===== src/rtl/uart_rx_fifo_if.sv =====
// Host-facing bundle of the UART receive FIFO: write strobe and data in,
// pop and overflow clear in, FWFT head, fill-level flags and count out.
interface uart_rx_fifo_if #(
    parameter int unsigned DBIT   = 8,
    parameter int unsigned ADDR_W = 4
) ();
    logic              rx_done_tick;
    logic [DBIT-1:0]   rx_dout;
    logic              rd;
    logic              clr_ovf;
    logic [DBIT-1:0]   r_data;
    logic              empty;
    logic              full;
    logic              almost_full;
    logic [ADDR_W:0]   count;
    logic              overflow;

    modport master (
        output rx_done_tick, rx_dout, rd, clr_ovf,
        input  r_data, empty, full, almost_full, count, overflow
    );

    modport slave (
        input  rx_done_tick, rx_dout, rd, clr_ovf,
        output r_data, empty, full, almost_full, count, overflow
    );
endinterface


===== src/rtl/uart_rx_fifo.sv =====
// First-word-fall-through byte buffer behind the UART receiver, with
// registered fill flags and a sticky overflow flag for dropped bytes.
module uart_rx_fifo #(
    parameter int unsigned DBIT     = 8,
    parameter int unsigned ADDR_W   = 4,
    parameter int unsigned AF_LEVEL = 12
) (
    input  logic           clk,
    input  logic           reset,
    uart_rx_fifo_if.slave  bus
);
    localparam int unsigned DEPTH = 2 ** ADDR_W;
    localparam int unsigned CW    = ADDR_W + 1;

    logic [DBIT-1:0]   mem [DEPTH];
    logic [ADDR_W-1:0] wr_ptr;
    logic [ADDR_W-1:0] rd_ptr;
    logic [CW-1:0]     count_q;
    logic [CW-1:0]     count_nxt;
    logic              empty_q;
    logic              full_q;
    logic              af_q;
    logic              ovf_q;
    logic              wr_en;
    logic              rd_en;
    logic              drop;

    // A write into a full buffer is still accepted when the head is popped in the same cycle.
    always_comb begin
        rd_en     = bus.rd && !empty_q;
        wr_en     = bus.rx_done_tick && (!full_q || bus.rd);
        drop      = bus.rx_done_tick && full_q && !bus.rd;
        count_nxt = count_q;
        if (wr_en && !rd_en) begin
            count_nxt = count_q + CW'(1);
        end else if (rd_en && !wr_en) begin
            count_nxt = count_q - CW'(1);
        end
    end

    always_ff @(posedge clk) begin
        if (wr_en && !reset) begin
            mem[wr_ptr] <= bus.rx_dout;
        end
    end

    // Flags are computed from the next count so they track the registered count exactly.
    always_ff @(posedge clk) begin
        if (reset) begin
            wr_ptr  <= '0;
            rd_ptr  <= '0;
            count_q <= '0;
            empty_q <= 1'b1;
            full_q  <= 1'b0;
            af_q    <= 1'b0;
            ovf_q   <= 1'b0;
        end else begin
            if (wr_en) begin
                wr_ptr <= wr_ptr + ADDR_W'(1);
            end
            if (rd_en) begin
                rd_ptr <= rd_ptr + ADDR_W'(1);
            end
            count_q <= count_nxt;
            empty_q <= (count_nxt == CW'(0));
            full_q  <= (count_nxt == CW'(DEPTH));
            af_q    <= (count_nxt >= CW'(AF_LEVEL));
            if (drop) begin
                ovf_q <= 1'b1;
            end else if (bus.clr_ovf) begin
                ovf_q <= 1'b0;
            end
        end
    end

    assign bus.r_data      = mem[rd_ptr];
    assign bus.empty       = empty_q;
    assign bus.full        = full_q;
    assign bus.almost_full = af_q;
    assign bus.count       = count_q;
    assign bus.overflow    = ovf_q;
endmodule

===== src/flat_wrapper.sv =====
// flat-port wrapper written by rule: the top's interface ports become plain ports
module uart_rx_fifo_flat 
#(
    parameter int unsigned DBIT     = 8,
    parameter int unsigned ADDR_W   = 4,
    parameter int unsigned AF_LEVEL = 12
)
  (clk, reset, bus_rx_done_tick, bus_rx_dout, bus_rd, bus_clr_ovf, bus_r_data, bus_empty, bus_full, bus_almost_full, bus_count, bus_overflow);
  uart_rx_fifo_if #(.DBIT(DBIT), .ADDR_W(ADDR_W)) bus_i ();
  input  logic clk;
  input  logic reset;
  input wire logic [$bits(bus_i.rx_done_tick)-1:0] bus_rx_done_tick;
  input wire logic [$bits(bus_i.rx_dout)-1:0] bus_rx_dout;
  input wire logic [$bits(bus_i.rd)-1:0] bus_rd;
  input wire logic [$bits(bus_i.clr_ovf)-1:0] bus_clr_ovf;
  output wire logic [$bits(bus_i.r_data)-1:0] bus_r_data;
  output wire logic [$bits(bus_i.empty)-1:0] bus_empty;
  output wire logic [$bits(bus_i.full)-1:0] bus_full;
  output wire logic [$bits(bus_i.almost_full)-1:0] bus_almost_full;
  output wire logic [$bits(bus_i.count)-1:0] bus_count;
  output wire logic [$bits(bus_i.overflow)-1:0] bus_overflow;
  assign bus_i.rx_done_tick = bus_rx_done_tick;
  assign bus_i.rx_dout = bus_rx_dout;
  assign bus_i.rd = bus_rd;
  assign bus_i.clr_ovf = bus_clr_ovf;
  assign bus_r_data = bus_i.r_data;
  assign bus_empty = bus_i.empty;
  assign bus_full = bus_i.full;
  assign bus_almost_full = bus_i.almost_full;
  assign bus_count = bus_i.count;
  assign bus_overflow = bus_i.overflow;
  uart_rx_fifo #(.DBIT(DBIT), .ADDR_W(ADDR_W), .AF_LEVEL(AF_LEVEL)) u_core (.clk(clk), .reset(reset), .bus(bus_i));
endmodule

===== config.mk =====
export PLATFORM = sky130hd
export DESIGN_NAME = uart_rx_fifo_flat
export DESIGN_NICKNAME = d
export VERILOG_FILES = /design/src/rtl/uart_rx_fifo_if.sv /design/src/rtl/uart_rx_fifo.sv /design/src/flat_wrapper.sv
export SDC_FILE = /design/constraint.sdc
export NUM_CORES = 1
export LEC_CHECK = 0
export BUFFER_PORTS_ARGS = -buffer_cell sky130_fd_sc_hd__buf_2
export CORE_MARGIN = 4
export CORE_UTILIZATION = 56
export DETAILED_ROUTE_END_ITERATION = 12
export GPL_ROUTABILITY_DRIVEN = 0
export PLACE_DENSITY = 0.74
export RECOVER_POWER = 25
export SKIP_CTS_REPAIR_TIMING = 1
export SYNTH_ARGS = -nofsm -noshare
export SYNTH_HDL_FRONTEND = slang
export SYNTH_SLANG_ARGS = --single-unit

===== constraint.sdc =====
create_clock -name clk -period 4.55 [get_ports clk]
set_input_delay 0 -clock clk [delete_from_list [all_inputs] [get_ports clk]]
set_output_delay 0 -clock clk [all_outputs]
set_load 0.01 [all_outputs]

==> impl_metrics.env <==
export IMPL_crit_chain="buf_4 -> mux4_2 -> mux4_2 -> buf_2"
export IMPL_synthFlopType="edfxtp_1"
export IMPL_synth_compound_area_share_pct=2.46
export IMPL_synth_simple_area_share_pct=5.58
export IMPL_fin_crit_ns=2.97
export IMPL_synth_avg_cell_area_um2=19.6
export IMPL_viasPerCell=5.85
export IMPL_yosysMostFrequentCell="edfxtp_1"
export IMPL_drt_total_wl_um=11100
export IMPL_wl_per_cell_um=22.2
export IMPL_gr_total_overflow=0
export IMPL_period_share_pct=65.3
export IMPL_pwr_share_clk_pct=39.5
export IMPL_max_cap_viol_count=0
export IMPL_num_vias=2944
export IMPL_p_leak_nw=2.26
export IMPL_highest_layer="met4"
export IMPL_sw_frac_of_total_pct=23.4
export IMPL_drtAntennaViolNets=0
export IMPL_cts_root_buffer="clkbuf_8"
export IMPL_track_usage_pct=19.5
export IMPL_peakVddDrop_mv=0.240
export IMPL_p_sw_mw=0.745
export IMPL_cts_tree="yes"
export IMPL_grt_start_max_net_pins=33
export IMPL_clock_skew_ns=0.00844
export IMPL_final_hold_violation_count=0
export IMPL_crit_type="flop to primary output"
export IMPL_cts_max_path_buffers=2
export IMPL_synth_seq_cells=149
export IMPL_status="finished, final reports clean"
export IMPL_p_int_mw=2.43
export IMPL_numCtsBuffers=17
export IMPL_rsz0062_at_grt="false"
export IMPL_synth_area_mux_share_pct=15.4
export IMPL_grt_pass1_vias=3015
export IMPL_synthTopCellsByCount="128 x edfxtp_1, 40 x mux4_2, 21 x dfxtp_1, 12 x and2_1, 12 x nor2_1"
export IMPL_grt_pass1_wl_um=17600
export IMPL_p_comb_share_pct=10.9
export IMPL_finalSetupViolCount=0
export IMPL_met3_length_um=898
export IMPL_initial_core_util_pct=57.6
export IMPL_clk_pin_slew_worst_paths_ns=0.07
export IMPL_synth_seq_area_share_pct=71.7
export IMPL_finalSetupTns_ns=0
export IMPL_cp_start_kind="flop"
export IMPL_synth_xor_area_share_pct=1.33
export IMPL_area_delta_synth_final_pct=15.6
export IMPL_clkLatencyLatePin_ns=0.52
export IMPL_timing_rr_start="u_core.bus.full"
export IMPL_cts_sinks=149
export IMPL_holdCritPathClass="primary input to flop"
export IMPL_yosysUniqueCellTypes=43
export IMPL_cp_slowest_cell="dfxtp_2"
export IMPL_wl_met1_um=4490
export IMPL_portBuffers=29
export IMPL_num_antenna_cells=0
export IMPL_nNetsFinal=374
export IMPL_synthTopCellsByArea="edfxtp_1 65%, mux4_2 15%, dfxtp_1 7.1%"
export IMPL_endpoint_kind="primary output"
export IMPL_fillers=670
export IMPL_drc=0
export IMPL_synthArstFlopShare_pct=0
export IMPL_seq_power_share_pct=49.6
export IMPL_core_area_um2=10300
export IMPL_slowest_delay_ns=1.01
export IMPL_die_area_um2=12300
export IMPL_postSynthNetCount=324
export IMPL_slew_headroom_pct=30.8
export IMPL_cpLargestDelayFamily="flip-flops"
export IMPL_clock_fmax_mhz=337
export IMPL_dp_hpwl_um=6960
export IMPL_rows=37
export IMPL_detail_route_iter0_violations=279
export IMPL_syn_cell_area_um2=5940
export IMPL_grt_antenna_before_repair=0
export IMPL_crit_top_cell="mux4_2"
export IMPL_tightest_slew_ns=1.04
export IMPL_io_pins=30
export IMPL_required_ns=4.55
export IMPL_cellPowerDensity_nw_per_um2=462
export IMPL_syn_inst=304
export IMPL_final_max_slew_viol_count=0
export IMPL_hold_start="reset"
export IMPL_first_pass_iters=4
export IMPL_synth_edff_count=128
export IMPL_die_y_um=111
export IMPL_wl_met2_um=5650
export IMPL_fp_dieW_um=111
export IMPL_drive_gt1_share_pct=28.3
export IMPL_synth_top_family_by_area="multiplexers"
export IMPL_crit_fanout=29
export IMPL_critPathArrivalTime_ns=2.97
export IMPL_fin_hold_ws_ns=0.432
export IMPL_yosys_area_top_type="edfxtp_1"
export IMPL_crit_buf_inv=2
export IMPL_cts_htree_levels=4
export IMPL_synth_warnings=0
export IMPL_synth_top_cell_area_share_pct=64.7
export IMPL_synthAdderAreaFrac_pct=1.64
-- power groups by stage --
stage	clock, mW	combinational, mW	sequential, mW
after floorplan	0	0.281	1.57
after global placement	0	0.331	1.61
after CTS	1.28	0.341	1.58
after detailed placement	0	0.338	1.61
after global routing	1.35	0.378	1.59
final	1.25	0.347	1.58
-- final cells by class --
cell class | instances | area [µm²] | share of cell area, %
clock buffers | 21 | 472 | 6.86
clock inverters | 11 | 71.3 | 1.04
inverters | 8 | 30.0 | 0.437
multi-input cells | 133 | 1570 | 22.8
flip-flops and latches | 149 | 4270 | 62.1
well taps | 136 | 170 | 2.48
repair buffers | 45 | 294 | 4.28
-- flip-flops by register name, indices dropped and copies added, names as in the netlist, named ones only --
register                flops
u_core.wr_ptr               4
u_core.bus.full             1
u_core.bus.overflow         1
u_core.mem                128
u_core.bus.empty            1
u_core.bus.almost_full      1
u_core.bus.count            5
u_core.rd_ptr               4
-- stage by stage --
stage                     total power [mW]  instance area (µm²)  setup slack (ns)  cells  utilization [%]
after floorplan                       1.85                 5940              2.85    304                -
after global placement                1.94                 6190              2.06    457             60.0
after detailed placement              1.95                 6190              2.05    457             60.0
after CTS                             3.20                 6740              1.47    489             65.3
after global routing                  3.32                 6870              1.31    503             66.6
final                                 3.18                 6870              1.58    503             66.6
-- worst paths after layout --
check                                    endpoint  slack, ns  cells past startpoint
worst min-delay path             u_core.wr_ptr[0]       0.43                      3
worst max register to register  u_core.mem[12][1]       2.41                      4
worst min register to register               flop       0.52                      2
worst max-delay path                bus_r_data[4]       1.58                      4
-- metal layers --
metal  global-route usage [%]  vias up
met4                     7.38        0
met2                     30.3      106
li1                         -     1333
met3                     5.79        9
met5                        0        -
met1                     26.4     1496
-- cells in the final DEF (no fill, tap or decap), drive strengths merged, types with 2 or more instances in the layout --
cell and n:
buf 26, a21oi 7, a41oi 2, nand2b 3, nand4 2, nor2 12, inv 11, xor2 4
and2 12, nor4 3, and3 4, nor2b 3, dfxtp 21, clkbuf 26, nand3 3, nor3 4
nor4b 2, dlygate4sd3 14, clkinv 6, xnor2 5, clkinvlp 2, edfxtp 128, ha 7, mux4 40
nand2 5
-- tightest hold or removal path, cell delays in order --
cell	delay [ns]
dlygate4sd3_1	0.53
buf_2	0.25
nor2_1	0.13
-- kinds of logic (layout without fill, tap and decap cells) --
| group | after synthesis | count (layout) |
|---|---|---|
| buffers and inverters | 22 | 85 |
| XOR/XNOR | 9 | 9 |
| AND/OR/NAND/NOR | 57 | 57 |
| flip-flops | 149 | 149 |
| AO/OA/AOI/OAI | 18 | 18 |
| adder cells (fa/ha/maj) | 8 | 8 |
| multiplexers | 41 | 41 |
Note: power is estimated with default switching activity, not from simulation.
